**src/rtl/spi_cmd_regfile_if.sv**
```systemverilog
// Frame handshake between the SPI slave transceiver and the command register file.
// The transceiver is the master; the register file is the slave.
interface spi_cmd_regfile_if #(
    parameter int LEN_SPI = 32
);
    logic [LEN_SPI-1:0] rx_output;
    logic               rdy_spi;
    logic               spi_busy;
    logic               ack_fetch_spi;
    logic [LEN_SPI-1:0] tx_input;
    logic               push_tx;

    modport master (
        output rx_output, rdy_spi, spi_busy,
        input  ack_fetch_spi, tx_input, push_tx
    );

    modport slave (
        input  rx_output, rdy_spi, spi_busy,
        output ack_fetch_spi, tx_input, push_tx
    );
endinterface

```
**src/rtl/spi_cmd_regfile.sv**
```systemverilog
// SPI command decoder: WRITE/READ/NOP against a 16x16 register bank,
// returning a response word to the transceiver TX holding register.
module spi_cmd_regfile #(
    parameter int           LEN_SPI  = 32,
    parameter int           ADDR_W   = 4,
    parameter int           NUM_REGS = 16,
    parameter logic [15:0]  ID_VALUE = 16'hA5C3
) (
    input  logic                    clk,
    input  logic                    rst_n,
    spi_cmd_regfile_if.slave        spi,
    output logic [NUM_REGS*16-1:0]  cfg_regs,
    output logic                    wr_strobe,
    output logic [ADDR_W-1:0]       wr_addr,
    output logic [7:0]              cmd_cnt,
    output logic [7:0]              err_cnt
);

    typedef enum logic [2:0] {
        IDLE,
        DECODE,
        EXEC,
        PUSH,
        WAIT_ACK
    } state_t;

    state_t state, state_nx;

    logic [LEN_SPI-1:0] cmd_q;
    logic [LEN_SPI-1:0] resp_q;
    logic [LEN_SPI-1:0] tx_q;
    logic               err_q;
    logic [15:0]        regs [1:NUM_REGS-1];

    logic [1:0]         op;
    logic [ADDR_W-1:0]  addr;
    logic [15:0]        data;
    logic               is_wr;
    logic               is_rd;
    logic               dec_err;
    logic [15:0]        rd_data;
    logic [15:0]        payload;
    logic [LEN_SPI-1:0] resp_d;

    logic               latch;
    logic               overrun;
    logic               push;
    logic               ack;
    logic               wr_en;
    logic [1:0]         err_inc;
    logic [8:0]         err_sum;

    assign op    = cmd_q[31:30];
    assign addr  = cmd_q[16 +: ADDR_W];
    assign data  = cmd_q[15:0];
    assign is_wr = (op == 2'b01);
    assign is_rd = (op == 2'b10);

    always_comb begin
        cfg_regs = '0;
        cfg_regs[15:0] = ID_VALUE;
        for (int i = 1; i < NUM_REGS; i++)
            cfg_regs[i*16 +: 16] = regs[i];
    end

    assign rd_data = cfg_regs[{addr, 4'h0} +: 16];

    assign dec_err = (op == 2'b11)
                   || (|cmd_q[29:16+ADDR_W])
                   || (is_wr && (addr == '0));

    always_comb begin
        payload = '0;
        if (!dec_err && is_rd)
            payload = rd_data;
        else if (!dec_err && is_wr)
            payload = data;
    end

    assign resp_d = {op, dec_err, cmd_q[28:16], payload};

    always_comb begin
        state_nx = state;
        latch    = 1'b0;
        overrun  = 1'b0;
        push     = 1'b0;
        ack      = 1'b0;
        wr_en    = 1'b0;
        unique case (state)
            IDLE: begin
                if (spi.rdy_spi) begin
                    latch    = 1'b1;
                    state_nx = DECODE;
                end
            end
            DECODE: begin
                overrun  = spi.rdy_spi;
                state_nx = EXEC;
            end
            EXEC: begin
                overrun  = spi.rdy_spi;
                wr_en    = is_wr && !err_q;
                state_nx = PUSH;
            end
            PUSH: begin
                overrun = spi.rdy_spi;
                if (!spi.spi_busy) begin
                    push     = 1'b1;
                    state_nx = WAIT_ACK;
                end
            end
            WAIT_ACK: begin
                // A direct return to ready pre-empts the new-frame check
                if (spi.rdy_spi) begin
                    latch    = 1'b1;
                    state_nx = DECODE;
                end else if (spi.spi_busy) begin
                    state_nx = IDLE;
                end else begin
                    ack = 1'b1;
                end
            end
            default: state_nx = IDLE;
        endcase
    end

    assign err_inc = {1'b0, (state == EXEC) && err_q} + {1'b0, overrun};
    assign err_sum = {1'b0, err_cnt} + {7'd0, err_inc};

    always_ff @(posedge clk or negedge rst_n) begin
        if (!rst_n) begin
            state   <= IDLE;
            cmd_q   <= '0;
            resp_q  <= '0;
            tx_q    <= '0;
            err_q   <= 1'b0;
            wr_addr <= '0;
            cmd_cnt <= '0;
            err_cnt <= '0;
            for (int i = 1; i < NUM_REGS; i++)
                regs[i] <= '0;
        end else begin
            state <= state_nx;
            if (latch)
                cmd_q <= spi.rx_output;
            if (state == DECODE) begin
                err_q  <= dec_err;
                resp_q <= resp_d;
            end
            if (state == EXEC) begin
                tx_q <= resp_q;
                if (!err_q)
                    cmd_cnt <= cmd_cnt + 8'd1;
            end
            if (wr_en) begin
                regs[addr] <= data;
                wr_addr    <= addr;
            end
            err_cnt <= err_sum[8] ? 8'hFF : err_sum[7:0];
        end
    end

    assign wr_strobe         = wr_en;
    assign spi.push_tx       = push;
    assign spi.ack_fetch_spi = ack;
    assign spi.tx_input      = tx_q;

endmodule

```
**src/flat_wrapper.sv**
```systemverilog
// flat-port wrapper written by rule: the top's interface ports become plain ports
module spi_cmd_regfile_flat 
#(
    parameter int           LEN_SPI  = 32,
    parameter int           ADDR_W   = 4,
    parameter int           NUM_REGS = 16,
    parameter logic [15:0]  ID_VALUE = 16'hA5C3
)
  (clk, rst_n, cfg_regs, wr_strobe, wr_addr, cmd_cnt, err_cnt, spi_rx_output, spi_rdy_spi, spi_spi_busy, spi_ack_fetch_spi, spi_tx_input, spi_push_tx);
  spi_cmd_regfile_if #(.LEN_SPI(LEN_SPI)) spi_i ();
  input  logic clk;
  input  logic rst_n;
  output logic [NUM_REGS*16-1:0] cfg_regs;
  output logic wr_strobe;
  output logic [ADDR_W-1:0] wr_addr;
  output logic [7:0] cmd_cnt;
  output logic [7:0] err_cnt;
  input wire logic [$bits(spi_i.rx_output)-1:0] spi_rx_output;
  input wire logic [$bits(spi_i.rdy_spi)-1:0] spi_rdy_spi;
  input wire logic [$bits(spi_i.spi_busy)-1:0] spi_spi_busy;
  output wire logic [$bits(spi_i.ack_fetch_spi)-1:0] spi_ack_fetch_spi;
  output wire logic [$bits(spi_i.tx_input)-1:0] spi_tx_input;
  output wire logic [$bits(spi_i.push_tx)-1:0] spi_push_tx;
  assign spi_i.rx_output = spi_rx_output;
  assign spi_i.rdy_spi = spi_rdy_spi;
  assign spi_i.spi_busy = spi_spi_busy;
  assign spi_ack_fetch_spi = spi_i.ack_fetch_spi;
  assign spi_tx_input = spi_i.tx_input;
  assign spi_push_tx = spi_i.push_tx;
  spi_cmd_regfile #(.LEN_SPI(LEN_SPI), .ADDR_W(ADDR_W), .NUM_REGS(NUM_REGS), .ID_VALUE(ID_VALUE)) u_core (.clk(clk), .rst_n(rst_n), .spi(spi_i), .cfg_regs(cfg_regs), .wr_strobe(wr_strobe), .wr_addr(wr_addr), .cmd_cnt(cmd_cnt), .err_cnt(err_cnt));
endmodule
```
**config.mk**
```make
export PLATFORM = sky130hd
export DESIGN_NAME = spi_cmd_regfile_flat
export DESIGN_NICKNAME = d
export VERILOG_FILES = /design/src/rtl/spi_cmd_regfile_if.sv /design/src/rtl/spi_cmd_regfile.sv /design/src/flat_wrapper.sv
export SDC_FILE = /design/constraint.sdc
export NUM_CORES = 1
export LEC_CHECK = 0
export BUFFER_PORTS_ARGS = -buffer_cell sky130_fd_sc_hd__buf_2
export CAP_MARGIN = 20
export CORE_AREA = 8 8 219 273
export CTS_CLUSTER_SIZE = 14
export DETAILED_ROUTE_END_ITERATION = 10
export DIE_AREA = 0 0 227 281
export SETUP_SLACK_MARGIN = 0.3
export SLEW_MARGIN = 20
export SYNTH_ARGS = -nofsm -noshare
export SYNTH_HDL_FRONTEND = slang
export SYNTH_SLANG_ARGS = --single-unit
```
**constraint.sdc**
```tcl
create_clock -name clk -period 2.6 [get_ports clk]
set_clock_uncertainty 0.1 [all_clocks]
set_input_delay 0.52 -clock clk [delete_from_list [all_inputs] [get_ports clk]]
set_output_delay 0.52 -clock clk [all_outputs]
set_load 0.01 [all_outputs]
```
==> out/summary.txt <==
H-tree levels -> 2
Worst Hold End -> u_core.cmd_q[3]
fin crit share -> 0.954
Crit Path Max Fanout -> 2
r2r startpoint -> u_core.state[2]
clock buffer depth -> 3
Yosys reg bits -> 359
core area -> 55,600 um^2
setup violators final -> 0
element type at the critical path end -> output port
CP required -> 1.98 ns
post-synthesis sequential area ratio -> 0.548
status -> complete, no violations
Iter 0 DRT Violations -> 618
combinational share of power -> 0.305
Placed Instances -> 2,292
Cell Int Power -> 12.3 mW
sw frac -> 0.369
Inserted Clock Buffers -> 40
hold path depth -> 2
Yosys cell types -> 60
initial antenna violation count -> 1
GRT overflow -> 0
Worst setup SP type -> flop
Lkg Pwr -> 11.4 nW
GRT Total Usage -> 0.184
synth warn -> 0
routed vias -> 11,900
sequential power share -> 0.394
vias per inst -> 4.94
EDFF count, synth -> 0
Post-DP HPWL -> 44,300 um
# rows -> 97
Mapped Area -> 16,400 um^2
Slowest cell on crit path -> dfrtp_2
most frequent cells in the layout -> dfrtp_1, buf_2, mux2_2
Hold Startpoint -> spi_rx_output[3]
fin crit period -> 2.48 ns
Die X -> 227 um
asr flop ratio synth -> 1.00
maxcap violations -> 0
final net count -> 1,680
setup_tns -> 0 ns
Total Wirelength -> 60,700 um
Worst Path Class, Setup -> flop to output port
first-pass GRT wire length -> 87,100 um
crit-path cells -> nand2b_4 -> or2_4 -> nor3_4 -> buf_12 -> buf_6
Switch Pwr -> 7.21 mW
Hold Path Class -> input pin to flop
clock latency on the worst-skew pair -> 0.56 ns
CTS Sinks -> 359
CTS root buf -> clkbuf_16
Final Hold Fails -> 0
layout cells sized above 1 -> 0.546
Power Dens Cells -> 912 nW/um^2
Crit path arrival time -> 1.86 ns
Max VDD drop -> 0.516 mV
Worst R2R Setup Slack -> 0.23 ns
cells after synthesis -> 1,224
Vert. Die Dim -> 281 um
routed len/inst -> 25.2 um
Clock Pin Slew Worst Setup and Hold Paths -> 0.06 ns
Top delay family on crit path -> simple AND/OR/NAND/NOR gates
CTS tree -> built
Initial Util -> 0.295
Layout area overhead -> 30.7%
Buf+Inv Stages, Crit Path -> 2
Port-buffer cells -> 330
Fmax achieved -> 403 MHz
largest net degree at the start of global routing -> 69
vias in the first global route -> 12,400
number of remaining DRC errors -> 0
Worst-Margin Slew -> 0.757 ns
1st-pass router iterations -> 5
ANT nets after route -> 0
relative slew slack -> 0.496
die area -> 63,800 um^2
syn avg cell area -> 13.4 um^2
critical path's largest stage delay -> 0.41 ns
Worst R2R End -> u_core.err_cnt[6]
reg2reg path depth -> 12
Power, Total -> 19.5 mW
most common library cell in the layout ignoring fill and taps -> dfrtp_1
Final Non-Filler Cells -> 2,410
RSZ-0062 raised after global routing -> yes
main flop type after synthesis -> dfrtp_1
placer congestion estimate -> 0.836
ANT cells -> 0
Max Slew Vio Count -> 0
Clk network pwr share -> 0.301
I/O pin total -> 347
## area by class of cell
cell class	count	area [um^2]
clock inverter	13	181
timing repair buffer	457	3080
tap	742	928
clock buffer	56	1160
multi-input combinational	776	7050
fill	5400	34200
inverter	7	26.3
sequential	359	8990
## state kept, by name (all words and copies together), names as in the netlist
| register | flops |
|---|---|
| u_core.cfg_regs | 240 |
| u_core.spi.tx_input | 32 |
| u_core.wr_addr | 4 |
| u_core.resp_q | 32 |
| u_core.cmd_cnt | 8 |
| u_core.cmd_q | 32 |
| u_core.err_cnt | 8 |
| u_core.state | 3 |
## cells in the mapped netlist, drive strengths merged, types with 7 or more instances
cell	n	area, um^2
a221o	12	120
a221oi	13	114
buf	55	432
clkbuf	41	154
dfrtp	359	8980
inv	7	26.3
mux2	324	3800
mux2i	28	280
mux4	15	338
nand2	161	604
nand2b	7	51.3
nand3	19	233
nand4	8	110
nor2	34	128
nor2b	12	75.1
nor4	9	62.6
o21ai	11	55.1
o22ai	26	163
xnor2	8	70.1
## timing repair
item                                    in CTS  in global routing
pin swaps                                    8                  8
hold buffers                                 1                  0
cloned                                       1                  1
setup buffers                               27                 19
endpoints found under the hold margin       51                  0
endpoints found under the setup margin     255                264
gates resized for setup                     31                 40
## how the worst max path moves through the flow
stage | from | endpoint | slack, ns | cells after the start
5_1_grt | u_core.state[2] | wr_strobe | 0.05 | 5
6_report | u_core.state[2] | wr_strobe | 0.12 | 5
4_1_cts | u_core.state[2] | wr_strobe | 0.07 | 5
3_3_place_gp | u_core.state[2] | u_core.cfg_regs[206] | 0.16 | 6
2_1_floorplan | u_core.state[2] | u_core.err_cnt[5] | 0.35 | 10
3_5_place_dp | u_core.state[2] | u_core.cfg_regs[207] | 0.10 | 6
## power groups by stage
stage	combinational [mW]	clock, mW	sequential [mW]
floorplan	3.38	0	7.19
global route	6.38	6.27	7.84
finish	5.96	5.88	7.70
CTS	5.70	6.06	7.69
detailed placement	5.56	0	7.77
global placement	5.50	0	7.72
## worst reg2reg max path, stage by stage, from the launching register on
cell and delay [ns]:
dfrtp_2 0.41, nand2b_4 0.14, buf_4 0.13, buf_6 0.12, nor2_4 0.11, nand2_2 0.07, fa_2 0.35, inv_2 0.07
ha_4 0.13, and3_4 0.19, and3_4 0.22, nor2b_4 0.16, a21oi_2 0.06
## logic make-up (layout without fill, tap and decap cells)
| group | count (synthesis) | in the layout | synth area share |
|---|---|---|---|
| other | 2 | 16 | 0.000458 |
| XOR/XNOR | 10 | 10 | 0.00534 |
| flip-flops | 359 | 359 | 0.548 |
| multiplexers | 367 | 367 | 0.269 |
| buffers and inverters | 103 | 533 | 0.0373 |
| AO/OA/AOI/OAI | 102 | 102 | 0.0464 |
| AND/OR/NAND/NOR | 278 | 278 | 0.0902 |
| adder cells (fa/ha/maj) | 3 | 3 | 0.00275 |
## through the flow
step | instance area (um^2) | setup WS (ns) | utilization | hold slack, ns
3_5_place_dp | 19200 | 0.101 | 0.346 | 0.357
4_1_cts | 21100 | 0.0650 | 0.379 | 0.0475
2_1_floorplan | 16500 | 0.352 | - | 0.124
6_report | 21400 | 0.119 | 0.385 | 0.0888
3_3_place_gp | 19200 | 0.162 | 0.346 | 0.356
5_1_grt | 21400 | 0.0469 | 0.385 | 0.0634
## routing by layer
| layer | share of wire | global-route usage | up-vias |
|---|---|---|---|
| li1 | - | - | 5224 |
| met1 | 0.40 | 0.225 | 6142 |
| met2 | 0.47 | 0.294 | 399 |
| met3 | 0.068 | 0.0497 | 128 |
| met4 | 0.057 | 0.0998 | 2 |
| met5 | 0.00020 | 0 | - |
(Power assumes the default switching activity.)
